===== src/rtl/div_unit_pkg.sv =====
// Shared types and encodings for the multi-cycle divider.
// Also holds the conditional-negate helper used for sign handling.
package div_unit_pkg;

    localparam int unsigned RegBus       = 32;
    localparam int unsigned DoubleRegBus = 64;

    typedef logic [RegBus-1:0]       reg_t;
    typedef logic [DoubleRegBus-1:0] dreg_t;

    typedef enum logic [1:0] {
        DivFree   = 2'b00,
        DivByZero = 2'b01,
        DivOn     = 2'b10,
        DivEnd    = 2'b11
    } div_state_e;

    localparam logic DivResultReady    = 1'b1;
    localparam logic DivResultNotReady = 1'b0;
    localparam logic DivStart          = 1'b1;
    localparam logic DivStop           = 1'b0;

    // Two's-complement negate when do_neg is set, pass-through otherwise.
    function automatic reg_t cond_neg(input logic do_neg, input reg_t v);
        return do_neg ? reg_t'(~v + 32'd1) : v;
    endfunction

endpackage


===== src/rtl/div_iter.sv =====
// One combinational radix-2 restoring division step on the {rem, quo} pair.
module div_iter
    import div_unit_pkg::*;
(
    input  logic [RegBus:0] rem,
    input  reg_t            quo,
    input  reg_t            divisor,
    output logic [RegBus:0] rem_next,
    output reg_t            quo_next
);

    logic [RegBus:0] rem_shift;
    reg_t            quo_shift;

    always_comb begin
        rem_shift = {rem[RegBus-1:0], quo[RegBus-1]};
        quo_shift = {quo[RegBus-2:0], 1'b0};
        rem_next  = rem_shift;
        quo_next  = quo_shift;
        // Shifted remainder can reach bit 32, so compare rather than trust a borrow bit.
        if (rem_shift >= {1'b0, divisor}) begin
            rem_next = rem_shift - {1'b0, divisor};
            quo_next = {quo_shift[RegBus-1:1], 1'b1};
        end
    end

endmodule


===== src/rtl/div_unit.sv =====
// Multi-cycle 32-bit signed/unsigned restoring divider for DIV/DIVU.
// DIV_ZERO_FAST_EN: when defined, a zero divisor finishes in 2 cycles with result 0.
module div_unit
    import div_unit_pkg::*;
(
    input  logic                    clk,
    input  logic                    rst,
    input  logic                    signed_div,
    input  logic [RegBus-1:0]       opdata1,
    input  logic [RegBus-1:0]       opdata2,
    input  logic                    start,
    input  logic                    annul,
    output logic [DoubleRegBus-1:0] result,
    output logic                    ready
);

    div_state_e      state_q, state_d;
    logic [4:0]      cnt_q, cnt_d;
    logic [RegBus:0] rem_q, rem_d, rem_step;
    reg_t            quo_q, quo_d, quo_step;
    reg_t            divisor_q, divisor_d;
    logic            neg_quo_q, neg_quo_d;
    logic            neg_rem_q, neg_rem_d;
    dreg_t           result_q, result_d;
    logic            ready_q, ready_d;
    logic            zero_fast;

`ifdef DIV_ZERO_FAST_EN
    assign zero_fast = (opdata2 == '0);
`else
    assign zero_fast = 1'b0;
`endif

    div_iter u_div_iter (
        .rem      (rem_q),
        .quo      (quo_q),
        .divisor  (divisor_q),
        .rem_next (rem_step),
        .quo_next (quo_step)
    );

    always_comb begin
        state_d   = state_q;
        cnt_d     = cnt_q;
        rem_d     = rem_q;
        quo_d     = quo_q;
        divisor_d = divisor_q;
        neg_quo_d = neg_quo_q;
        neg_rem_d = neg_rem_q;
        result_d  = result_q;
        ready_d   = ready_q;

        case (state_q)
            DivFree: begin
                if (start == DivStart && !annul) begin
                    if (zero_fast) begin
                        state_d = DivByZero;
                    end else begin
                        rem_d     = '0;
                        quo_d     = cond_neg(signed_div & opdata1[RegBus-1], opdata1);
                        divisor_d = cond_neg(signed_div & opdata2[RegBus-1], opdata2);
                        neg_quo_d = signed_div & (opdata1[RegBus-1] ^ opdata2[RegBus-1]);
                        neg_rem_d = signed_div & opdata1[RegBus-1];
                        cnt_d     = '0;
                        state_d   = DivOn;
                    end
                end
            end
`ifdef DIV_ZERO_FAST_EN
            DivByZero: begin
                result_d = '0;
                ready_d  = DivResultReady;
                state_d  = DivEnd;
            end
`endif
            DivOn: begin
                if (annul) begin
                    result_d = '0;
                    ready_d  = DivResultNotReady;
                    state_d  = DivFree;
                end else begin
                    rem_d = rem_step;
                    quo_d = quo_step;
                    cnt_d = cnt_q + 5'd1;
                    if (cnt_q == 5'd31) begin
                        result_d = {cond_neg(neg_rem_q, rem_step[RegBus-1:0]),
                                    cond_neg(neg_quo_q, quo_step)};
                        ready_d  = DivResultReady;
                        state_d  = DivEnd;
                    end
                end
            end
            DivEnd: begin
                if (start == DivStop) begin
                    result_d = '0;
                    ready_d  = DivResultNotReady;
                    state_d  = DivFree;
                end
            end
            default: begin
                state_d = DivFree;
            end
        endcase
    end

    always_ff @(posedge clk or negedge rst) begin
        if (!rst) begin
            state_q   <= DivFree;
            cnt_q     <= '0;
            rem_q     <= '0;
            quo_q     <= '0;
            divisor_q <= '0;
            neg_quo_q <= 1'b0;
            neg_rem_q <= 1'b0;
            result_q  <= '0;
            ready_q   <= DivResultNotReady;
        end else begin
            state_q   <= state_d;
            cnt_q     <= cnt_d;
            rem_q     <= rem_d;
            quo_q     <= quo_d;
            divisor_q <= divisor_d;
            neg_quo_q <= neg_quo_d;
            neg_rem_q <= neg_rem_d;
            result_q  <= result_d;
            ready_q   <= ready_d;
        end
    end

    assign result = result_q;
    assign ready  = ready_q;

endmodule


===== config.mk =====
export PLATFORM = sky130hd
export DESIGN_NAME = div_unit
export DESIGN_NICKNAME = d
export VERILOG_FILES = /design/src/rtl/div_unit_pkg.sv /design/src/rtl/div_iter.sv /design/src/rtl/div_unit.sv
export SDC_FILE = /design/constraint.sdc
export NUM_CORES = 1
export LEC_CHECK = 0
export ABC_AREA = 1
export CAP_MARGIN = 20
export CORE_UTILIZATION = 52
export DETAILED_ROUTE_END_ITERATION = 16
export GPL_ROUTABILITY_DRIVEN = 1
export GPL_TIMING_DRIVEN = 1
export PLACE_DENSITY = 0.83
export SYNTH_ARGS = -nofsm -noshare
export SYNTH_HDL_FRONTEND = slang
export SYNTH_HIERARCHICAL = 1
export SYNTH_SLANG_ARGS = --single-unit

===== constraint.sdc =====
create_clock -name clk -period 3.6 [get_ports clk]
set_input_delay 0.54 -clock clk [delete_from_list [all_inputs] [get_ports clk]]
set_output_delay 0.54 -clock clk [all_outputs]
set_load 0.1 [all_outputs]

==> Word-level counts from Yosys, hierarchy flattened <==
Index checks and enable logic that the tools add are counted.
{ "totals": {"register_bits": 170, "latch_bits": 0, "ramBits": 0, "romBits": 0, "inputBits": 69, "output_inout_bits": 65, "elab_cells": 68, "mem_count": 0} }
{ "op_classes": {"n_addsub": 6, "mul": 0, "n_div": 0, "magnitude_cmp": 1, "eq_ne": 7, "shift": 0, "muxes": 28, "bitwise": 8, "n_reduce_logical": 9} }
{ "op_table": {"columns": ["op", "count"], "rows": [
  ["2-to-1 mux 32 bit", 9],
  ["2-to-1 mux 64 bit", 3],
  ["adder 32 x 1 -> 32 bit (second input constant)", 4],
  ["inverter 32 bit", 4],
  ["case mux 32 bit (2 select lines)", 2],
  ["case mux 64 bit (2 select lines)", 1],
  [">= comparator 33 x 32 -> 1 bit", 1],
  ["subtractor 32 bit", 1],
  ["2-to-1 mux 5 bit", 2],
  ["case mux 5 bit (2 select lines)", 1],
  ["AND reduction 3 bit", 3],
  ["2-to-1 mux 2 bit", 4],
  ["inequality test 2 bit (second input constant)", 3],
  ["case mux 2 bit (3 select lines)", 1],
  ["adder 5 x 1 -> 5 bit (second input constant)", 1],
  ["== test 5 bit (second input constant)", 1],
  ["== test 2 bit (second input constant)", 2],
  ["2-to-1 mux 1 bit", 4],
  ["nonzero test 2 bit", 2],
  ["bitwise AND 1 bit", 3],
  ["inequality test 3 bit (second input constant)", 1],
  ["logical NOT 2 bit", 1],
  ["case mux 1 bit (2 select lines)", 1],
  ["AND reduction 2 bit", 1],
  ["3 further kinds", 3]
]} }

==> Logic depth before layout (Yosys ltp) <==
{ "logic_depth": {"ltp_word": 8, "ltp_mapped": 26, "depth_no_buf": 26} }

==> Modules after synthesis <==
Netlist, hierarchy kept.
{ "modules_own_cells": {"columns": ["module", "instances", "cells_per_inst", "area_each_um2", "seq_area_each_um2"], "rows": [
  ["div_unit", 1, 1481, 10211.0, 4279.1],
  ["div_iter", 1, 717, 3587.2, 0.0]
]} }

==> Worst setup path after synthesis <==
Ideal clock, no wire load.
{ "synth_timing": {"path_type": "reg-to-reg", "from": "reg rem_q[29]", "to": "reg result_q[58] (netlist: result[58])", "setup_ps": 120, "arrival_time_ps": 2777, "t_required_ps": 3480, "slack_ps": 704, "stages_incl_launch_ff": 23, "path_buffers": 0, "period_less_slack_ps": 2896, "cell_sequence": "dfrtp_1 -> ha_1 -> nand2_1 -> nor3_2 -> nand2_1 -> inv_1 -> nand2_1 -> nand2_1 -> nor2_4 -> nand2_8 -> nand2_1 -> o21ai_0 -> inv_1 -> ha_1 -> inv_1 -> nor2_1 -> nand3_1 -> nor2_1 -> nand3_1 -> nand2_2 -> nand4_1 -> nand3_1 -> nand2_1"} }
{ "synth_between": {"elab_chain_len": 8} }
{ "synth_rtl": {"columns": ["item", "line_no", "source"], "rows": [
  ["from (decl)", "div_unit.sv:19", "logic [RegBus:0] rem_q, rem_d, rem_step;"],
  ["from (signal assigned)", "div_unit.sv:120", "rem_q <= rem_d;"],
  [">= comparator 33 x 32 -> 1 bit", "div_iter.sv:21", "if (rem_shift >= {1'b0, divisor}) begin"],
  ["2-to-1 mux 32 bit", "div_iter.sv:21", null],
  ["net rem_step[1]", "div_unit.sv:19", null],
  ["inverter 32 bit", "div_unit_pkg.sv:25", "return do_neg ? reg_t'(~v + 32'd1) : v;"],
  ["adder 32 x 1 -> 32 bit", "div_unit_pkg.sv:25", null],
  ["2-to-1 mux 32 bit", "div_unit_pkg.sv:25", null],
  ["2-to-1 mux 64 bit", "div_unit.sv:85", "if (cnt_q == 5'd31) begin"],
  ["2-to-1 mux 64 bit", "div_unit.sv:77", "if (annul) begin"],
  ["case mux 64 bit (2 select lines)", "div_unit.sv:53", "case (state_q)"],
  ["to (signal assigned)", "div_unit.sv:125", "result_q <= result_d;"],
  ["to (decl)", "div_unit.sv:24", "dreg_t result_q, result_d;"]
]} }
The timed path passes the listed nets, and every way through them passes these cells. The select of a mux whose other input is x is not followed.
A chain may end at the register's enable or synchronous reset.

==> Final worst setup path <==
{ "layout_timing": {"from": "reg rem_q[5]", "to": "reg result_q[44] (netlist: result[44])"} }
Same word-level chain as after synthesis.

==> run summary <==
CP Class: reg -> reg
post-placement cell area: 15080 µm²
worst skew pair latency: 0.44 ns
cell row count: 59
DRT iter0 DRCs: 1510
NumNets Final: 2370
grt ovf: 0
CTS tree: built
worst min path class: in -> async
DR WL/cell: 16.39 µm
synthesized netlist net count: 2288
vias in the first global route: 13580
Worst Tran Pin Value: 1.073 ns
worst reg2reg path endpoint: result[44]$_DFFE_PN0P_
yosys warns: 6
RD Place Congestion: 1.022
maximum clock frequency: 292.8 MHz
total of max-cap violations: 0
clock sinks: 170
DIE WIDTH: 164.3 µm
WP data required: 3.90 ns
status: complete, no violations
setup TNS: 0 ns
final slew viol count: 0
layout cell share with drive strength beyond 1: 0.06505
die height: 164.3 µm
reg2reg start: rem_q[5]$_DFFE_PN0P_
CTS Buffer Depth: 2
commonest non-fill, non-tap cell in the layout: nand2_1
largest net degree at the start of global routing: 87
antenna violation net count after detailed routing: 0
power per cell area: 886.7 nW/µm²
Final Cycle Share: 0.9486
# DRC: 0
final instance area: 15850 µm²
Max-slew headroom: 0.2823
Core ar.: 25980 µm²
Tmin final: 3.415 ns
final setup fails: 0
diode count: 0
Via density: 5.623
PortBufs: 133
fillcell total: 2446
crit end category: register
Critical Path Source: rem_q[5]$_DFFE_PN0P_
Total Wirelength: 42780 µm
crit path capture: result[44]$_DFFE_PN0P_
iteration count of the initial detailed-routing pass: 8
leak pwr: 8.022 nW
clk slew on worst S/H paths: 0.07 ns
Power, Total: 14.06 mW
GRT Total Usage: 0.3240
IO Count: 134
global-route wire length before repair: 68840 µm
reg2reg path depth: 22
Worst EP arrival: 3.72 ns
CP startpoint kind: register
CP max FO: 12
Detail Placement HPWL: 33000 µm
post-route clock skew: 0.01039 ns
r2r setup slk: 0.19 ns
cts bufs inserted: 17
Initial Util: 0.5272
final hold violations: 0
syn avg cell area: 6.284 µm²
CTS Hold Bufs: 0
most frequent cells in the layout: nand2_1 (765), inv_1 (270), nand3_1 (191), nor2_1 (185), dfrtp_1 (170)
initial antenna violation count: 0
VDD IR max: 946.0 µV
die area: 27000 µm²
Area Overhead vs Synth: 15.72%
vias post-DR: 14680
Root Driver: clkbuf_16
Mapped Area: 13700 µm²
H-tree level count: 4
Synth Instances: 2180
==> metal layers <==
metal / share of wire / vias up / global-route usage / routed length (µm)
met5: 0 / - / 0 / 0
met4: 0.039 / 0 / 0.1380 / 1660
met3: 0.076 / 122 / 0.04141 / 3251
met2: 0.46 / 733 / 0.5305 / 19660
met1: 0.43 / 6751 / 0.4289 / 18210
li1: - / 7069 / - / -
==> stage by stage <==
stage,util,hold slack [ns],cells,worst slack [ns]
after floorplan,-,0.2444,2180,0.7052
after global placement,0.5804,0.4594,2577,0.1721
after detailed placement,0.5804,0.4662,2577,0.1219
after CTS,0.6030,0.2122,2609,0.1042
after global routing,0.6101,0.2522,2610,-0.1625
final,0.6101,0.1880,2610,0.1852
==> repair_timing <==
item                                    in CTS  in global routing
resized for setup                            0                 33
buffers inserted                             0                  1
endpoints found under the setup margin       0                 28
==> layout make-up <==
type	count	area, µm²	area share
clock inverter	14	157.7	0.009945
multi-input combinational	1629	7968	0.5026
clock buffer	18	429.2	0.02707
timing repair buffer	162	1567	0.09882
inverter	282	1059	0.06677
tap	335	419.2	0.02644
sequential	170	4254	0.2684
==> where the power goes <==
part / switching, mW / internal (mW)
combinational: 6.29 / 2.91
clock: 0.837 / 1.04
sequential: 0.568 / 2.41
==> critical path, stage by stage, from the launching register on <==
cell,delay [ns]
dfrtp_1,0.43
ha_1,0.37
nand2_1,0.09
nand2_1,0.08
nand2_1,0.07
nand2_1,0.09
inv_2,0.07
nand3_2,0.12
nand2_1,0.13
nand2_2,0.11
nand2_8,0.13
nand2_8,0.08
nand2_1,0.06
o21ai_1,0.11
inv_1,0.12
ha_1,0.16
inv_1,0.06
nor2_2,0.12
nand3_2,0.16
o21ai_0,0.25
nand2_1,0.11
o21ai_0,0.26
nand2_1,0.11
==> state kept, by name, indices dropped and copies added (netlist names) <==
register / flops
divisor_q: 32
state_q: 2
ready: 1
result: 64
neg_quo_q: 1
cnt_q: 5
neg_rem_q: 1
quo_q: 32
rem_q: 32
==> worst min path at each step <==
stage | cells past startpoint | from | end
2_1_floorplan | 0 | rst | cnt_q[0]$_DFFE_PN0P_
3_3_place_gp | 2 | ready$_DFFE_PN0P_ | ready$_DFFE_PN0P_
3_5_place_dp | 2 | result[59]$_DFFE_PN0P_ | result[59]$_DFFE_PN0P_
4_1_cts | 1 | rst | divisor_q[14]$_DFFE_PN0P_
5_1_grt | 1 | rst | divisor_q[15]$_DFFE_PN0P_
6_report | 1 | rst | divisor_q[20]$_DFFE_PN0P_
Power figures use the tool's default switching activity.
